[src/rtl/mem_arbiter_pkg.sv]
// Shared types for the fetch/data memory arbiter: FSM states, access widths
// and the memory command bundle that gets muxed onto the shared port.
package mem_arbiter_pkg;

  typedef enum logic [1:0] {
    IDLE   = 2'd0,
    BUSY_I = 2'd1,
    BUSY_D = 2'd2
  } arb_state_t;

  typedef enum logic [1:0] {
    WIDTH_BYTE = 2'b00,
    WIDTH_HALF = 2'b01,
    WIDTH_WORD = 2'b10
  } width_t;

  localparam int DEFAULT_STARVE_LIMIT = 4;

  typedef struct packed {
    logic [31:0] addr;
    logic        write;
    logic [31:0] wdata;
    logic        extend;
    logic [1:0]  width;
  } mem_cmd_t;

  // Fetches are always plain word reads.
  function automatic mem_cmd_t fetch_cmd(input logic [31:0] addr);
    mem_cmd_t c;
    c.addr   = addr;
    c.write  = 1'b0;
    c.wdata  = '0;
    c.extend = 1'b0;
    c.width  = WIDTH_WORD;
    return c;
  endfunction

endpackage

[src/rtl/mem_arbiter_if.sv]
// Bundle of the fetch port, data port and shared memory port of the arbiter.
// Handshake: a requester raises x_req with stable fields and keeps them until the
// cycle x_ack is high; the ack cycle completes the transfer, x_rdata is valid the
// cycle after. The memory side completes a transfer in any cycle m_req && m_ack.
interface mem_arbiter_if;
  import mem_arbiter_pkg::*;

  logic        i_req;
  logic [31:0] i_addr;
  logic        i_ack;
  logic [31:0] i_rdata;

  logic        d_req;
  logic [31:0] d_addr;
  logic        d_write;
  logic [31:0] d_wdata;
  logic        d_extend;
  logic [1:0]  d_width;
  logic        d_ack;
  logic [31:0] d_rdata;

  logic        m_req;
  logic [31:0] m_addr;
  logic        m_write;
  logic [31:0] m_wdata;
  logic        m_extend;
  logic [1:0]  m_width;
  logic        m_ack;
  logic [31:0] m_rdata;

  modport slave (
    input  i_req, i_addr,
    output i_ack, i_rdata,
    input  d_req, d_addr, d_write, d_wdata, d_extend, d_width,
    output d_ack, d_rdata,
    output m_req, m_addr, m_write, m_wdata, m_extend, m_width,
    input  m_ack, m_rdata
  );

  modport master (
    output i_req, i_addr,
    input  i_ack, i_rdata,
    output d_req, d_addr, d_write, d_wdata, d_extend, d_width,
    input  d_ack, d_rdata,
    input  m_req, m_addr, m_write, m_wdata, m_extend, m_width,
    output m_ack, m_rdata
  );

endinterface

[src/rtl/starve_counter.sv]
// Counts consecutive data grants taken while a fetch is waiting; saturates at
// LIMIT so the arbiter can force the next grant to the fetch port.
module starve_counter #(
  parameter int LIMIT = 4
) (
  input  logic clk,
  input  logic reset_n,
  input  logic i_req,
  input  logic i_ack,
  input  logic d_ack,
  output logic at_limit
);

  localparam int CW = (LIMIT < 1) ? 1 : $clog2(LIMIT + 1);

  logic [CW-1:0] count_q;

  always_ff @(posedge clk) begin
    if (!reset_n) begin
      count_q <= '0;
    end else if (!i_req || i_ack) begin
      count_q <= '0;
    end else if (d_ack && (count_q != CW'(LIMIT))) begin
      count_q <= count_q + CW'(1);
    end
  end

  assign at_limit = (count_q == CW'(LIMIT));

endmodule

[src/rtl/mem_arbiter.sv]
// Two-port memory arbiter: data has priority over fetch, with a starvation
// guard; the winner is put on the shared port in the same cycle it is chosen.
module mem_arbiter
  import mem_arbiter_pkg::*;
#(
  parameter int STARVE_LIMIT = DEFAULT_STARVE_LIMIT
) (
  input  logic           clk,
  input  logic           reset_n,
  mem_arbiter_if.slave   bus,
  output arb_state_t     dbg_state
);

  arb_state_t  state_q, state_d;
  logic        at_limit;
  logic        grant_i, grant_d;
  logic        sel_i, sel_d;
  logic        m_req_c, i_ack_c, d_ack_c;
  logic [31:0] i_rdata_q, d_rdata_q;
  mem_cmd_t    i_cmd, d_cmd, m_cmd;

  // Winner selection, only meaningful while IDLE.
  always_comb begin
    grant_i = bus.i_req && (!bus.d_req || at_limit);
    grant_d = bus.d_req && !grant_i;
  end

  always_ff @(posedge clk) begin
    if (!reset_n) state_q <= IDLE;
    else          state_q <= state_d;
  end

  // An owner dropping its request is a protocol violation; fall back to IDLE.
  always_comb begin
    state_d = state_q;
    case (state_q)
      IDLE: begin
        if (grant_i && !bus.m_ack)      state_d = BUSY_I;
        else if (grant_d && !bus.m_ack) state_d = BUSY_D;
      end
      BUSY_I: if (bus.m_ack || !bus.i_req) state_d = IDLE;
      BUSY_D: if (bus.m_ack || !bus.d_req) state_d = IDLE;
      default: state_d = IDLE;
    endcase
  end

  always_comb begin
    sel_i = 1'b0;
    sel_d = 1'b0;
    case (state_q)
      IDLE: begin
        sel_i = grant_i;
        sel_d = grant_d;
      end
      BUSY_I: sel_i = 1'b1;
      BUSY_D: sel_d = 1'b1;
      default: begin
        sel_i = 1'b0;
        sel_d = 1'b0;
      end
    endcase
  end

  always_comb begin
    i_cmd        = fetch_cmd(bus.i_addr);
    d_cmd.addr   = bus.d_addr;
    d_cmd.write  = bus.d_write;
    d_cmd.wdata  = bus.d_wdata;
    d_cmd.extend = bus.d_extend;
    d_cmd.width  = bus.d_width;
    m_cmd        = sel_i ? i_cmd : d_cmd;
  end

  // Reset gating keeps the shared port and acks quiet while reset_n is low.
  assign m_req_c = reset_n && ((sel_i && bus.i_req) || (sel_d && bus.d_req));
  assign i_ack_c = m_req_c && bus.m_ack && sel_i;
  assign d_ack_c = m_req_c && bus.m_ack && sel_d;

  always_ff @(posedge clk) begin
    if (!reset_n) begin
      i_rdata_q <= '0;
      d_rdata_q <= '0;
    end else begin
      if (i_ack_c) i_rdata_q <= bus.m_rdata;
      if (d_ack_c) d_rdata_q <= bus.m_rdata;
    end
  end

  starve_counter #(
    .LIMIT (STARVE_LIMIT)
  ) u_starve (
    .clk      (clk),
    .reset_n  (reset_n),
    .i_req    (bus.i_req),
    .i_ack    (i_ack_c),
    .d_ack    (d_ack_c),
    .at_limit (at_limit)
  );

  assign bus.m_req    = m_req_c;
  assign bus.m_addr   = m_cmd.addr;
  assign bus.m_write  = m_cmd.write;
  assign bus.m_wdata  = m_cmd.wdata;
  assign bus.m_extend = m_cmd.extend;
  assign bus.m_width  = m_cmd.width;
  assign bus.i_ack    = i_ack_c;
  assign bus.d_ack    = d_ack_c;
  assign bus.i_rdata  = i_rdata_q;
  assign bus.d_rdata  = d_rdata_q;
  assign dbg_state    = state_q;

  a_fetch_owner_holds_req: assert property (
    @(posedge clk) disable iff (!reset_n) (state_q == BUSY_I) |-> bus.i_req);
  a_data_owner_holds_req: assert property (
    @(posedge clk) disable iff (!reset_n) (state_q == BUSY_D) |-> bus.d_req);

endmodule

[src/flat_wrapper.sv]
// flat-port wrapper written by rule: the top's interface ports become plain ports
module mem_arbiter_flat import mem_arbiter_pkg::*;
#(
  parameter int STARVE_LIMIT = DEFAULT_STARVE_LIMIT
)
  (clk, reset_n, dbg_state, bus_i_req, bus_i_addr, bus_i_ack, bus_i_rdata, bus_d_req, bus_d_addr, bus_d_write, bus_d_wdata, bus_d_extend, bus_d_width, bus_d_ack, bus_d_rdata, bus_m_req, bus_m_addr, bus_m_write, bus_m_wdata, bus_m_extend, bus_m_width, bus_m_ack, bus_m_rdata);
  mem_arbiter_if bus_i ();
  input  logic clk;
  input  logic reset_n;
  output arb_state_t dbg_state;
  input wire logic [$bits(bus_i.i_req)-1:0] bus_i_req;
  input wire logic [$bits(bus_i.i_addr)-1:0] bus_i_addr;
  output wire logic [$bits(bus_i.i_ack)-1:0] bus_i_ack;
  output wire logic [$bits(bus_i.i_rdata)-1:0] bus_i_rdata;
  input wire logic [$bits(bus_i.d_req)-1:0] bus_d_req;
  input wire logic [$bits(bus_i.d_addr)-1:0] bus_d_addr;
  input wire logic [$bits(bus_i.d_write)-1:0] bus_d_write;
  input wire logic [$bits(bus_i.d_wdata)-1:0] bus_d_wdata;
  input wire logic [$bits(bus_i.d_extend)-1:0] bus_d_extend;
  input wire logic [$bits(bus_i.d_width)-1:0] bus_d_width;
  output wire logic [$bits(bus_i.d_ack)-1:0] bus_d_ack;
  output wire logic [$bits(bus_i.d_rdata)-1:0] bus_d_rdata;
  output wire logic [$bits(bus_i.m_req)-1:0] bus_m_req;
  output wire logic [$bits(bus_i.m_addr)-1:0] bus_m_addr;
  output wire logic [$bits(bus_i.m_write)-1:0] bus_m_write;
  output wire logic [$bits(bus_i.m_wdata)-1:0] bus_m_wdata;
  output wire logic [$bits(bus_i.m_extend)-1:0] bus_m_extend;
  output wire logic [$bits(bus_i.m_width)-1:0] bus_m_width;
  input wire logic [$bits(bus_i.m_ack)-1:0] bus_m_ack;
  input wire logic [$bits(bus_i.m_rdata)-1:0] bus_m_rdata;
  assign bus_i.i_req = bus_i_req;
  assign bus_i.i_addr = bus_i_addr;
  assign bus_i_ack = bus_i.i_ack;
  assign bus_i_rdata = bus_i.i_rdata;
  assign bus_i.d_req = bus_d_req;
  assign bus_i.d_addr = bus_d_addr;
  assign bus_i.d_write = bus_d_write;
  assign bus_i.d_wdata = bus_d_wdata;
  assign bus_i.d_extend = bus_d_extend;
  assign bus_i.d_width = bus_d_width;
  assign bus_d_ack = bus_i.d_ack;
  assign bus_d_rdata = bus_i.d_rdata;
  assign bus_m_req = bus_i.m_req;
  assign bus_m_addr = bus_i.m_addr;
  assign bus_m_write = bus_i.m_write;
  assign bus_m_wdata = bus_i.m_wdata;
  assign bus_m_extend = bus_i.m_extend;
  assign bus_m_width = bus_i.m_width;
  assign bus_i.m_ack = bus_m_ack;
  assign bus_i.m_rdata = bus_m_rdata;
  mem_arbiter #(.STARVE_LIMIT(STARVE_LIMIT)) u_core (.clk(clk), .reset_n(reset_n), .bus(bus_i), .dbg_state(dbg_state));
endmodule
[config.mk]
export PLATFORM = sky130hd
export DESIGN_NAME = mem_arbiter_flat
export DESIGN_NICKNAME = d
export VERILOG_FILES = /design/src/rtl/mem_arbiter_pkg.sv /design/src/rtl/mem_arbiter_if.sv /design/src/rtl/starve_counter.sv /design/src/rtl/mem_arbiter.sv /design/src/flat_wrapper.sv
export SDC_FILE = /design/constraint.sdc
export NUM_CORES = 1
export LEC_CHECK = 0
export ABC_AREA = 1
export ABC_CLOCK_PERIOD_IN_PS = 1700
export CORE_AREA = 3 3 105 107
export CTS_CLUSTER_SIZE = 24
export DETAILED_ROUTE_END_ITERATION = 8
export DIE_AREA = 0 0 108 110
export DONT_BUFFER_PORTS = 1
export SETUP_SLACK_MARGIN = 0.5
export SYNTH_ARGS = -nofsm -noshare
export SYNTH_HDL_FRONTEND = slang
export SYNTH_SLANG_ARGS = --single-unit
[constraint.sdc]
create_clock -name clk -period 1.7 [get_ports clk]
set_clock_uncertainty 0.15 [all_clocks]
set_input_delay 0.17 -clock clk [delete_from_list [all_inputs] [get_ports clk]]
set_output_delay 0.17 -clock clk [all_outputs]
set_load 0.02 [all_outputs]
* After elaboration in Yosys (flattened, before gate mapping) *
Index checks and enable logic that the tools add are counted.

storage, ports and cells
  word-level logic and storage cells = 44
  bits in registers = 69
  output and inout port bits = 137

operators by class
  bitwise gates (word level) = 1
  equal/unequal tests = 7
  add/subtract/negate cells = 1
  multiplexer cells = 8
  reductions and logical operators = 23

operator list
  kind                                           number
  2-to-1 mux 68 bit                              1
  logical AND 1 bit                              11
  2-to-1 mux 2 bit                               4
  one-hot mux 2 bit (3 select lines)             1
  logical OR 1 bit                               5
  zero test 1 bit                                4
  != test 2 x 1 -> 1 bit, second input constant  2
  one-hot mux 1 bit (2 select lines)             2
  adder 3 x 1 -> 3 bit, second input constant    1
  == test 3 bit, second input constant           1
  != test 3 x 1 -> 1 bit, second input constant  1
  != test 3 bit, second input constant           1
  AND reduction 3 bit                            1
  == test 2 x 1 -> 1 bit, second input constant  1
  == test 2 bit, second input constant           1
  zero test 2 bit                                1
  OR reduction 2 bit                             1
  inverter 1 bit                                 1

* Longest topological paths before layout *
Gate-level depths: netlist of the first run.

  word-level depth = 13
  gate-level depth with buffers = 12
  mapped depth without buffers = 11

* By module *
A second synthesis of the first run with hierarchy kept.

second synthesis, totals
  cell total of the unflattened synthesis = 648
  area, all modules = 3,688.5 um2

modules (own cells, without submodules)
  module          instances  sequential area each (um2)  cells each  area an instance (um2)
  mem_arbiter     1          1,321.3                     621         3,504.6
  starve_counter  1          60.1                        27          183.9

* Worst setup path before layout of the first run *
Ideal clock, no wire load.

  path kind = register to output
  start = reg u_core.u_starve.count_q[0]
  end = out bus_m_wdata[23]
  arrival = 1.559 ns
  cell stages (with the launch flop) = 10
  required time = 1.380 ns
  setup slack = -0.179 ns
  path through = dfxtp_1 > inv_1 > ha_1 > nand2_2 > nand2_1 > nand2_1 > a21oi_4 > buf_2 > buf_2 > nor2_1

between the ends
  word-level cells in the longest chain between the ends = 5

ends and longest elaborated chain
  element                             line                  RTL
  start, declared                     starve_counter.sv:16  logic [CW-1:0] count_q;
  start signal, assigned              starve_counter.sv:24  count_q <= count_q + CW'(1);
  == test 3 bit                       starve_counter.sv:28  assign at_limit = (count_q == CW'(LIMIT));
  logical OR 1 bit                    mem_arbiter.sv:24     grant_i = bus.i_req && (!bus.d_req || at_limit);
  logical AND 1 bit                   mem_arbiter.sv:24
  one-hot mux 1 bit (2 select lines)  mem_arbiter.sv:50     case (state_q)
  2-to-1 mux 68 bit                   mem_arbiter.sv:71     m_cmd = sel_i ? i_cmd : d_cmd;
  end, declared                       flat_wrapper.sv:26    output wire logic [$bits(bus_i.m_wdata)-1:0] bus_m_wdata;

No other way between the ends.

* Final worst setup path of the first run *
  start = reg u_core.u_starve.count_q[1]
  end = out bus_m_addr[29]

between the ends
  word-level cells in the longest chain between the ends = 5

ends and longest elaborated chain
  element                             line                  RTL
  == test 3 bit                       starve_counter.sv:28
  logical OR 1 bit                    mem_arbiter.sv:24
  logical AND 1 bit                   mem_arbiter.sv:24
  one-hot mux 1 bit (2 select lines)  mem_arbiter.sv:50
  2-to-1 mux 68 bit                   mem_arbiter.sv:71
  end, declared                       flat_wrapper.sv:24    output wire logic [$bits(bus_i.m_addr)-1:0] bus_m_addr;

No other way between the ends.

==> results of run 1 <==
-- final cells by class --
class / count / area, sq um / area share [%]
inverters: 44 / 170 / 3.27
well taps: 136 / 170 / 3.27
multi-input cells: 356 / 2200 / 42.4
clock inverters: 5 / 58.8 / 1.13
flip-flops and latches: 69 / 1390 / 26.7
clock buffers: 11 / 141 / 2.72
repair buffers: 72 / 1070 / 20.6
-- metal layers --
layer / track usage [%] / vias to the layer above / part of all wire [%]
li1: - / 1632 / -
met1: 22.4 / 1586 / 40
met2: 28.7 / 180 / 48
met3: 8.68 / 24 / 10
met4: 6.49 / 0 / 1.9
met5: 0 / - / 0
-- cells by family after synthesis --
group | after synthesis
AND/OR/NAND/NOR | 283
buffers and inverters | 73
AO/OA/AOI/OAI | 70
flip-flops | 69
adder cells (fa/ha/maj) | 2
XOR/XNOR | 1
-- power breakdown --
part / total [mW] / switching [mW] / internal (mW)
sequential: 1.84 / 0.149 / 1.69
clock: 1.35 / 0.629 / 0.721
combinational: 1.19 / 0.706 / 0.484
-- cells in the mapped netlist, drive strengths merged --
cell type	count	area (sq um)
clkbuf	21	81.3
nand4	3	18.8
ha	2	25.0
buf	8	47.5
a31oi	1	6.26
o21ai	64	320
nor2	166	623
inv	44	165
or2	1	6.26
nand2	109	417
nand3	4	20.0
xor2	1	8.76
dfxtp	69	1380
a21oi	5	40.0
-- registers in the layout, summed over array words and instances, names as in the netlist --
signal,flops
u_core.u_starve.count_q,3
u_core.bus.d_rdata,32
u_core.dbg_state,2
u_core.bus.i_rdata,32
-- worst max-delay path by stage --
stage,start,end,slack [ns],cells past startpoint
2_1_floorplan,u_core.u_starve.count_q[0],bus_m_addr[0],0.04,10
3_3_place_gp,u_core.u_starve.count_q[0],bus_m_addr[3],-0.07,9
3_5_place_dp,u_core.u_starve.count_q[0],bus_m_addr[3],-0.12,9
4_1_cts,u_core.u_starve.count_q[0],bus_m_wdata[26],-0.43,10
5_1_grt,u_core.u_starve.count_q[0],bus_m_addr[29],-0.49,10
6_report,u_core.u_starve.count_q[1],bus_m_addr[29],-0.38,10
-- per-stage QoR --
step | worst slack [ns] | std cells | hold slack (ns)
finish | -0.376 | 693 | -0.190
global route | -0.487 | 693 | -0.200
CTS | -0.433 | 666 | -0.226
detailed placement | -0.119 | 629 | 0.169
global placement | -0.0741 | 629 | 0.168
floorplan | 0.0381 | 498 | 0.165
-- timing repair --
action / in CTS / in global routing
pin swaps: 22 / 44
resized for setup: 46 / 87
hold endpoints to repair: 69 / 68
buffers inserted: 9 / 2
cloned: 7 / 7
endpoints found under the setup margin: 140 / 140
hold buffers: 5 / 18
==> summary.txt, run 1 <==
Outcome: finished with violations
Failing checks: hold timing, setup timing
# setup viols final: 105
First-pass GRT wire length: 17,100 um
R2r startpoint: u_core.u_starve.count_q[1]
Fillers: 966
Routed via count: 3,422
CP Launch Type: flop
Most frequent cells in the layout: nor2_1 (122), dfxtp_1 (65), nand2_1 (44)
Worst Hold End: u_core.bus.d_rdata[15]
Chip Height: 110 um
Most common cell on crit path: nand2_4
Final worst setup slack: -0.376 ns
HP Class: primary input to flop
Critical path buffers and inverters: 3
Warnings, synthesis: 0
Worst Min Path Start: reset_n
Crit. End Element: output port
Mux cell area share after synthesis: 0%
Crit path cell chain: inv_2 > ha_4 > nand2_4 > nand2_4 > nand2_4 > a21oi_4 > buf_12 > buf_16 > nand2_1 > nand2_2
Leading cell type in the layout, fill and taps excluded: nor2_1
Worst-Margin Slew: 0.319 ns
Pwr/cell area: 843 nW/um^2
Post-synth net total: 637
DIE WIDTH: 108 um
CP max stage delay: 0.33 ns
CTS H-Tree Depth: 3
Ant diodes: 0
Number of global-route vias before repair: 3,252
Total power: 4.38 mW
R2R Path End: u_core.bus.i_rdata[10]
Post-synth cell types: 21
Vias per cell: 4.94
Clock buffer depth: 2
Post-DRT Antenna Nets: 0
Cell count after synthesis: 498
Hold Slack: -0.190 ns
RD Place Congestion: 0.895
Routed wire length per instance: 18.3 um
GRT Total Usage: 18.4%
Final period util: 122%
Flop2flop setup slack: -0.24 ns
Compound-Gate Fraction of Synth Area: 11.6%
Final Hold Viols: 68
Detailed Place HPWL: 8360 um
Pleak: 2.25 nW
Clk Latency, worst-skew pair: 0.33 ns
Crit-path slowest cell: dfxtp_2
Seq/Total Area, Yosys: 43.7%
Max-cap violations: 0
Largest net degree at the start of global routing: 68
Num rows: 37
DRC Markers: 0
RSZ-0062 raised after global routing: true
Mean Syn Cell Area: 6.35 sq um
Routed Wire Length: 12,700 um
WP data required: 1.38 ns
Die area: 11,900 sq um
First-iteration detailed-routing DRC count: 127
Layout area overhead: 64.6%
Utilization after layout: 50.8%
I/O Buffers: 0
Reg2reg path depth: 13
Crit path kind: flop to output port
Antenna violations before repair: 0
GR Overflow Total: 0
I/O pin count: 274
Peak Freq: 482 MHz
Starting Density: 30.9%
Yosys reg bits: 69
Post-DP Area: 3790 sq um
Share of layout cells above drive strength 1: 38.4%
Post-Synth Adder-Cell Area: 0.792%
Hold path depth: 2
Crit path DAT: 1.76 ns
Post-route cell area: 5200 sq um
Max-slew headroom: 78.7%
Largest family of logic cells by synthesized area: simple AND/OR/NAND/NOR gates
Synth Area in Simple Gates: 34.3%
Max Fanout on Critical Path: 8
Largest delay share family, worst path: buffers and inverters
Worst VDD drop: 0.463 mV
Slew Limit Fails: 0
Layout Nets: 691
Inserted Clock Buffers: 9
Root Buffer: clkbuf_8
TritonCTS clock tree: yes
Min Tclk post-route: 2.08 ns
Cell Area, Synth: 3160 sq um
Core footprint: 10,200 sq um
Synth Area in XOR/XNOR: 0.277%
Total clock sinks: 69
Register clock-pin slew on the reported worst setup and hold paths: 0.08 ns
DRT Pass-1 Iters: 5
Fin Setup TNS: -27.53 ns
No activity file was read; power rests on OpenSTA's default activity.
==> inputs of run 2 (changes only) <==
CELL_PAD_IN_SITES_DETAIL_PLACEMENT = 2   (was default)
CELL_PAD_IN_SITES_GLOBAL_PLACEMENT = 2   (was default)
CORE_AREA = 3 3 117 119   (was 3 3 105 107)
DIE_AREA = 0 0 120 122   (was 0 0 108 110)
PLACE_DENSITY_LB_ADDON = 0.1   (was default)
==> run 2 against run 1 <==
Against the previous run: the flow still finishes with violations (hold timing, setup timing); clock-buffer cell count unchanged; critical path type unchanged; global-route usage is 2.3 points higher; die area increased by 23%; design area up 8.2%; final cell count grew 5.8%; utilization down 6.4 points.
==> summary.txt, run 2 (same netlist as run 1, synthesis figures left out) <==
Outcome: finished with violations
Clock buffer depth: 2
Leading cell type in the layout, fill and taps excluded: nor2_1
Ant diodes: 0
Min Tclk post-route: 2.16 ns
HP Class: primary input to flop
Register clock-pin slew on the reported worst setup and hold paths: 0.06 ns
Worst VDD drop: 0.595 mV
Num rows: 41
Detailed Place HPWL: 10,400 um
Fillers: 1,362
Max Fanout on Critical Path: 5
R2r startpoint: u_core.u_starve.count_q[0]
Max-cap violations: 0
Vias per cell: 4.85
Chip Height: 122 um
Critical Path Source: u_core.u_starve.count_q[0]
Worst Min Path Start: reset_n
Layout Nets: 696
I/O Buffers: 0
WP data required: 1.38 ns
Inserted Clock Buffers: 9
Starting Density: 24.9%
Clk Latency, worst-skew pair: 0.33 ns
Die area: 14,600 sq um
Final Hold Viols: 67
Failing checks: hold timing, setup timing
Fin Setup TNS: -43.91 ns
GR Overflow Total: 0
Routed Wire Length: 16,300 um
Crit path DAT: 1.84 ns
CP Launch Type: flop
DRC Markers: 0
Root Buffer: clkbuf_16
Share of layout cells above drive strength 1: 44.6%
Routed via count: 3,557
Post-route cell area: 5630 sq um
Total power: 5.11 mW
Register Area: 1390 sq um
I/O pin count: 274
Crit. End Element: output port
DIE WIDTH: 120 um
Max-slew headroom: 75.5%
Most frequent cells in the layout: nor2_1 (100), dfxtp_1 (62), nor2_4 (57)
RD Place Congestion: 0.767
# setup viols final: 138
First-iteration detailed-routing DRC count: 151
Post-DRT Antenna Nets: 0
DRT Pass-1 Iters: 4
Peak Freq: 463 MHz
Pleak: 2.37 nW
Total clock sinks: 69
Final period util: 127%
Crit path kind: flop to output port
CTS H-Tree Depth: 3
Pwr/cell area: 908 nW/um^2
Worst-Margin Slew: 0.367 ns
Utilization after layout: 44.4%
TritonCTS clock tree: yes
First-pass GRT wire length: 23,300 um
Final worst setup slack: -0.459 ns
Antenna violations before repair: 0
Hold Slack: -0.189 ns
Post-DP Area: 3820 sq um
Slew Limit Fails: 0
Fin cells: 733
Multi-input logic area: 2380 sq um
RSZ-0062 raised after global routing: true
Core footprint: 12,700 sq um
Routed wire length per instance: 22.2 um
Layout area overhead: 78.1%
GRT Total Usage: 20.8%
Largest net degree at the start of global routing: 68
Number of global-route vias before repair: 3,980
Placed insts: 665
-- run 2: worst max-delay path: stages, from the launching register on --
cell and delay (ns):
dfxtp_2 0.32, inv_2 0.08, ha_4 0.15, nand2_4 0.05
nand2_4 0.07, nand2_4 0.06, a21oi_4 0.17, buf_6 0.15
buf_6 0.12, clkbuf_16 0.14, nand2_1 0.06, nand2_2 0.12
-- run 2: layout make-up --
type | count | area share, %
clock buffers | 11 | 4.49
clock inverters | 4 | 0.845
inverters | 44 | 3.07
multi-input cells | 356 | 42.4
flip-flops and latches | 69 | 24.7
well taps | 172 | 3.82
repair buffers | 77 | 20.7
-- run 2: path summary, 6_finish.rpt --
check / to / slack (ns) / cells after the start
setup reg to reg: u_core.bus.i_rdata[25] / -0.36 / 13
setup / recovery: bus_m_addr[15] / -0.46 / 11
hold / removal: u_core.bus.d_rdata[2] / -0.19 / 2
hold reg to reg: u_core.bus.d_rdata[10] / 0.41 / 2
-- run 2: power breakdown --
part	internal (mW)	switching (mW)
Clock	1.20	0.731
Combinational	0.552	0.757
Sequential	1.70	0.172
Total	3.45	1.66
-- run 2: per-layer routing --
| layer | track usage [%] | share of wire, % | vias to the layer above |
|---|---|---|---|
| li1 | - | - | 1647 |
| met1 | 20.8 | 33 | 1741 |
| met2 | 41.5 | 59 | 154 |
| met3 | 5.99 | 6.7 | 15 |
| met4 | 5.65 | 1.7 | 0 |
| met5 | 0 | 0 | - |
-- run 2: repair_timing --
action                                  CTS  global route
endpoints found under the setup margin  139           142
pin swaps                                22            22
hold endpoints to repair                 69            67
gates cloned                             13             3
hold buffers                             15             2
resized for setup                       111            78
setup buffers                            15             5
-- run 2: metrics by stage --
stage | hold WS [ns] | setup slack [ns]
2_1_floorplan | 0.165 | 0.0381
3_3_place_gp | 0.170 | -0.0511
3_5_place_dp | 0.179 | -0.139
4_1_cts | -0.196 | -0.437
5_1_grt | -0.207 | -0.550
6_report | -0.189 | -0.459
